### config.mk
export PLATFORM = sky130hd
export DESIGN_NAME = deserializer_8bit
export DESIGN_NICKNAME = d
export VERILOG_FILES = /design/src/rtl/deserializer_8bit.sv
export SDC_FILE = /design/constraint.sdc
export NUM_CORES = 1
export LEC_CHECK = 0
export ABC_CLOCK_PERIOD_IN_PS = 1800
export CAP_MARGIN = 20
export CORE_MARGIN = 1.5
export CORE_UTILIZATION = 52
export CTS_BUF_LIST = sky130_fd_sc_hd__clkbuf_16
export DETAILED_ROUTE_END_ITERATION = 8
export PLACE_DENSITY_LB_ADDON = 0.2
export SLEW_MARGIN = 10
export SYNTH_ARGS = -nofsm -noshare
export SYNTH_HDL_FRONTEND = slang
export SYNTH_SLANG_ARGS = --single-unit
### constraint.sdc
create_clock -name clk -period 1.8 [get_ports clk]
set_input_delay 0.36 -clock clk [delete_from_list [all_inputs] [get_ports clk]]
set_output_delay 0.36 -clock clk [all_outputs]
set_load 0.005 [all_outputs]
### src/rtl/deserializer_8bit.sv
`default_nettype none
// ============================================================================
// Module      : deserializer_8bit
// Description : Serial-to-parallel converter. Assembles 8 accepted serial
//               bits into a registered byte with a valid/ready output
//               handshake, sticky overrun flag and synchronous abort.
// Revision    : 1.0 - initial release
// ============================================================================
module deserializer_8bit #(
    parameter bit MSB_FIRST = 1'b0
) (
    input  logic       clk,
    input  logic       rst_n,
    input  logic       sin,
    input  logic       sin_valid,
    input  logic       clear,
    input  logic       out_ready,
    output logic [7:0] pout,
    output logic       pout_valid,
    output logic [2:0] bit_idx,
    output logic       busy,
    output logic       overrun
);

    typedef enum logic [0:0] {
        ST_IDLE = 1'b0,
        ST_RECV = 1'b1
    } state_t;

    localparam logic [2:0] C_LAST_IDX = 3'd7;

    state_t     r_state;
    state_t     w_state_next;
    logic [7:0] r_shift;
    logic [7:0] r_pout;
    logic       r_pout_valid;
    logic [2:0] r_bit_idx;
    logic       r_overrun;

    logic [2:0] w_slot;
    logic [7:0] w_word;
    logic       w_accept;
    logic       w_complete;
    logic       w_load;

    // Bit ordering is fixed at elaboration: map the running index to a slot.
    generate
        if (MSB_FIRST) begin : g_msb_first
            assign w_slot = C_LAST_IDX - r_bit_idx;
        end else begin : g_lsb_first
            assign w_slot = r_bit_idx;
        end
    endgenerate

    // State register; reset discards any partial word.
    always_ff @(posedge clk or negedge rst_n) begin
        if (!rst_n) begin
            r_state <= ST_IDLE;
        end else begin
            r_state <= w_state_next;
        end
    end

    // Next-state logic plus the per-edge accept/complete/load decisions.
    always_comb begin
        w_state_next   = r_state;
        w_accept       = sin_valid & ~clear;
        w_complete     = w_accept & (r_bit_idx == C_LAST_IDX);
        // A finished word may enter the output register if it is empty or
        // being consumed on this very edge; otherwise it is dropped.
        w_load         = w_complete & (~r_pout_valid | out_ready);
        w_word         = r_shift;
        w_word[w_slot] = sin;
        case (r_state)
            ST_IDLE: begin
                if (w_accept) begin
                    w_state_next = ST_RECV;
                end
            end
            ST_RECV: begin
                if (clear || w_complete) begin
                    w_state_next = ST_IDLE;
                end
            end
            default: begin
                w_state_next = ST_IDLE;
            end
        endcase
    end

    // Datapath: shift slots, bit index, output word and sticky overrun.
    always_ff @(posedge clk or negedge rst_n) begin
        if (!rst_n) begin
            r_shift      <= 8'h00;
            r_bit_idx    <= 3'd0;
            r_pout       <= 8'h00;
            r_pout_valid <= 1'b0;
            r_overrun    <= 1'b0;
        end else begin
            if (clear) begin
                r_bit_idx <= 3'd0;
                r_shift   <= 8'h00;
                r_overrun <= 1'b0;
            end else if (w_accept) begin
                r_bit_idx <= r_bit_idx + 3'd1;
                // Zero the shift slots on completion so no stale bits leak.
                r_shift   <= w_complete ? 8'h00 : w_word;
                if (w_complete && !w_load) begin
                    r_overrun <= 1'b1;
                end
            end
            // Output side is independent of clear: load wins over consume.
            if (w_load) begin
                r_pout       <= w_word;
                r_pout_valid <= 1'b1;
            end else if (r_pout_valid && out_ready) begin
                r_pout_valid <= 1'b0;
            end
        end
    end

    assign pout       = r_pout;
    assign pout_valid = r_pout_valid;
    assign bit_idx    = r_bit_idx;
    assign busy       = (r_state == ST_RECV);
    assign overrun    = r_overrun;

endmodule
`default_nettype wire

==> results.json <==
{
  "synth-main-ff-cell": "dfrtp_1",
  "antenna_found_initial": 0,
  "rows": 17,
  "max-vdd-ir-drop_v": 0.000635,
  "rsz0062_at_grt": "false",
  "synthTopCellsByArea": "dfrtp_1 (46%), mux2_2 (9.3%), mux2_4 (7.5%), o2bb2ai_1 (4.3%), nor2b_1 (3.6%)",
  "layout_min_cycle_time_ns": 1.68,
  "routabilityCongestion": 0.771,
  "async_reset_ff_share_pct": 100,
  "fin_crit_sh_pct": 93.3,
  "register_area_sq_um": 552,
  "synth_seq_area_share_pct": 45.5,
  "mostFrequentLayoutCell": "dfrtp_1",
  "die_y_um": 51.2,
  "p_per_area_nw_per_um2": 803,
  "detail_route.vias_per_cell": 5.54,
  "dp_hpwl_um": 1540,
  "multi_input_area_sq_um": 602,
  "drive_above_1_share_pct": 26.0,
  "reg2regPathDepth": 4,
  "first_pass_iters": 4,
  "drt_iter0_drc": 20,
  "syn_area_sq_um": 1210,
  "postSynthNetCount": 113,
  "fmax_mhz": 595,
  "crit_path_end_kind": "register",
  "fin_util_pct": 70.4,
  "start_kind": "register",
  "seq_power_share_pct": 41.0,
  "grt_max_degree": 23,
  "critPathArrivalTime_ns": 1.82,
  "critPathKind": "register to register",
  "final_cell_mix": "dfrtp_1 (21), clkdlybuf4s50_1 (19), mux2_2 (10), nand2_1 (8)",
  "nFillCells": 175,
  "clock-sinks": 22,
  "finalHoldViolations": 0,
  "overflow": 0,
  "clk_pin_slew_ns": 0.06,
  "switchingPower_mw": 0.244,
  "dpl-instance-area_sq_um": 1450,
  "routedWlPerCell_um": 15.2,
  "ios": 20,
  "clockRootBuffer": "clkbuf_16",
  "grt_pass1_vias": 825,
  "yosysTopAreaCellShare_pct": 45.5,
  "syn2layout_area_growth_pct": 28.8,
  "drc": 0,
  "tns_ns": 0,
  "sw_frac_of_total_pct": 19.5,
  "ys_ff_latch": 22,
  "relSlewSlack_pct": 74.7,
  "ant_nets": 0,
  "dieArea_sq_um": 2620,
  "synth.largest_area_cell": "dfrtp_1",
  "pwr-share-clk_pct": 49.0,
  "die_x_um": 51.2,
  "fin_nets": 136,
  "ys_types": 26,
  "r2r_slack_ns": 0.12,
  "total_leakage_power_nw": 0.702,
  "grt_usage_pct": 21.6,
  "yosys_warnings": 0,
  "critPathMaxFanout": 10,
  "vias": 859,
  "clock_path_buffers": 2,
  "outcome": "finished clean",
  "port_buffers": 19,
  "fin_worst_skew_ns": 0.00410,
  "whs_ns": 0.454,
  "grt_pass1_wl_um": 4110,
  "final_cell_area_sq_um": 1560,
  "setup_violations": 0,
  "worst_pin_slew_ns": 0.379,
  "final-max-slew-violation-count": 0,
  "avgSynthCellArea_sq_um": 11.5,
  "cap_viol_max_count": 0,
  "insertion_delay_ns": 0.25,
  "hold_path_class": "input pin to async pin",
  "start_util_pct": 54.6,
  "r2r-end": "pout[4]$_DFFE_PN0P_",
  "pwr-share-comb_pct": 10.0,
  "cts_buffers": 3,
  "cts_setup_buffers": 0,
  "crit_required_ns": 1.94,
  "cts_tree": "done",
  "intPower_mw": 1.01,
  "synthCells": 105,
  "wl_um": 2350,
  "rr_startpoint": "bit_idx[0]$_DFFE_PN0P_",
  "core_area_sq_um": 2210,
  "power_mw": 1.25,
  "antennaDiodeCount": 0,
  "cts_htree_levels": 1,
  "synth-edff-count": 0
}
-- power by group through the flow --
stage / combinational, mW / sequential (mW) / clock [mW]
after floorplan: 0.0734 / 0.521 / 0
after global placement: 0.120 / 0.520 / 0
after detailed placement: 0.123 / 0.521 / 0
after CTS: 0.125 / 0.513 / 0.628
after global routing: 0.139 / 0.514 / 0.651
final: 0.125 / 0.513 / 0.613
-- critical path, stage by stage (launching register included) --
cell,delay (ns)
dfrtp_1,0.39
buf_4,0.18
nor3b_1,0.36
mux2_2,0.38
mux2_2,0.26
-- through the flow --
stage | cells | worst slack (ns)
2_1_floorplan | 105 | 0.160
6_report | 155 | 0.120
3_3_place_gp | 151 | 0.0519
5_1_grt | 155 | 0.0225
3_5_place_dp | 151 | 0.0346
4_1_cts | 155 | 0.0891
-- layout make-up --
class	count	area share, %
multi-input combinational	74	38.7
sequential	22	35.5
timing repair buffer	27	16.9
clock buffer	3	4.82
tap	28	2.25
clock inverter	1	1.93
-- cell usage after synthesis (3+ instances only) --
cell type  count
and3b_1        3
buf_6          3
clkbuf_1       4
dfrtp_1       22
mux2_2        10
mux2_4         6
mux2i_1        4
nand2_1        8
nor2_1         6
nor2b_1        7
nor3b_1        3
o21ai_0        7
o2bb2ai_1      6
-- timing repair --
action / in CTS / in global routing
setup endpoints to repair: 0 / 5
gates resized for setup: 0 / 2
hold buffers: 0 / 0
-- routing by layer --
| metal | share of wire [%] | vias to the layer above | GRT usage (%) |
|---|---|---|---|
| li1 | - | 411 | - |
| met1 | 46 | 432 | 31.5 |
| met2 | 50 | 14 | 31.8 |
| met3 | 3.4 | 2 | 4.09 |
| met4 | 0.68 | 0 | 8.77 |
| met5 | 0 | - | 0 |
-- worst max path at each step --
| stage | from | to | slack [ns] | cells after the start |
|---|---|---|---|---|
| 2_1_floorplan | bit_idx[0]$_DFFE_PN0P_ | pout[0]$_DFFE_PN0P_ | 0.16 | 5 |
| 3_5_place_dp | sin_valid | r_shift[1]$_DFFE_PN0P_ | 0.03 | 5 |
| 4_1_cts | bit_idx[2]$_DFFE_PN0P_ | pout[7]$_DFFE_PN0P_ | 0.09 | 5 |
| 3_3_place_gp | sin_valid | r_shift[0]$_DFFE_PN0P_ | 0.05 | 5 |
| 5_1_grt | bit_idx[0]$_DFFE_PN0P_ | pout[4]$_DFFE_PN0P_ | 0.02 | 4 |
| 6_report | bit_idx[0]$_DFFE_PN0P_ | pout[4]$_DFFE_PN0P_ | 0.12 | 4 |
-- logic make-up after synthesis --
family | count (synthesis) | share of synthesized area [%]
fa+ha+maj | 2 | 2.07
compound gates | 17 | 9.63
simple gates | 34 | 16.9
mux | 20 | 20.1
xor+xnor | 1 | 0.725
buf+inv | 9 | 5.07
flops | 22 | 45.5
-- flip-flops by register name (all words and copies together), names as in the netlist --
| name | count |
|---|---|
| pout | 8 |
| r_shift | 8 |
| bit_idx | 3 |
| busy | 1 |
| overrun | 1 |
| pout_valid | 1 |
Note: power is estimated with default switching activity, not from simulation.
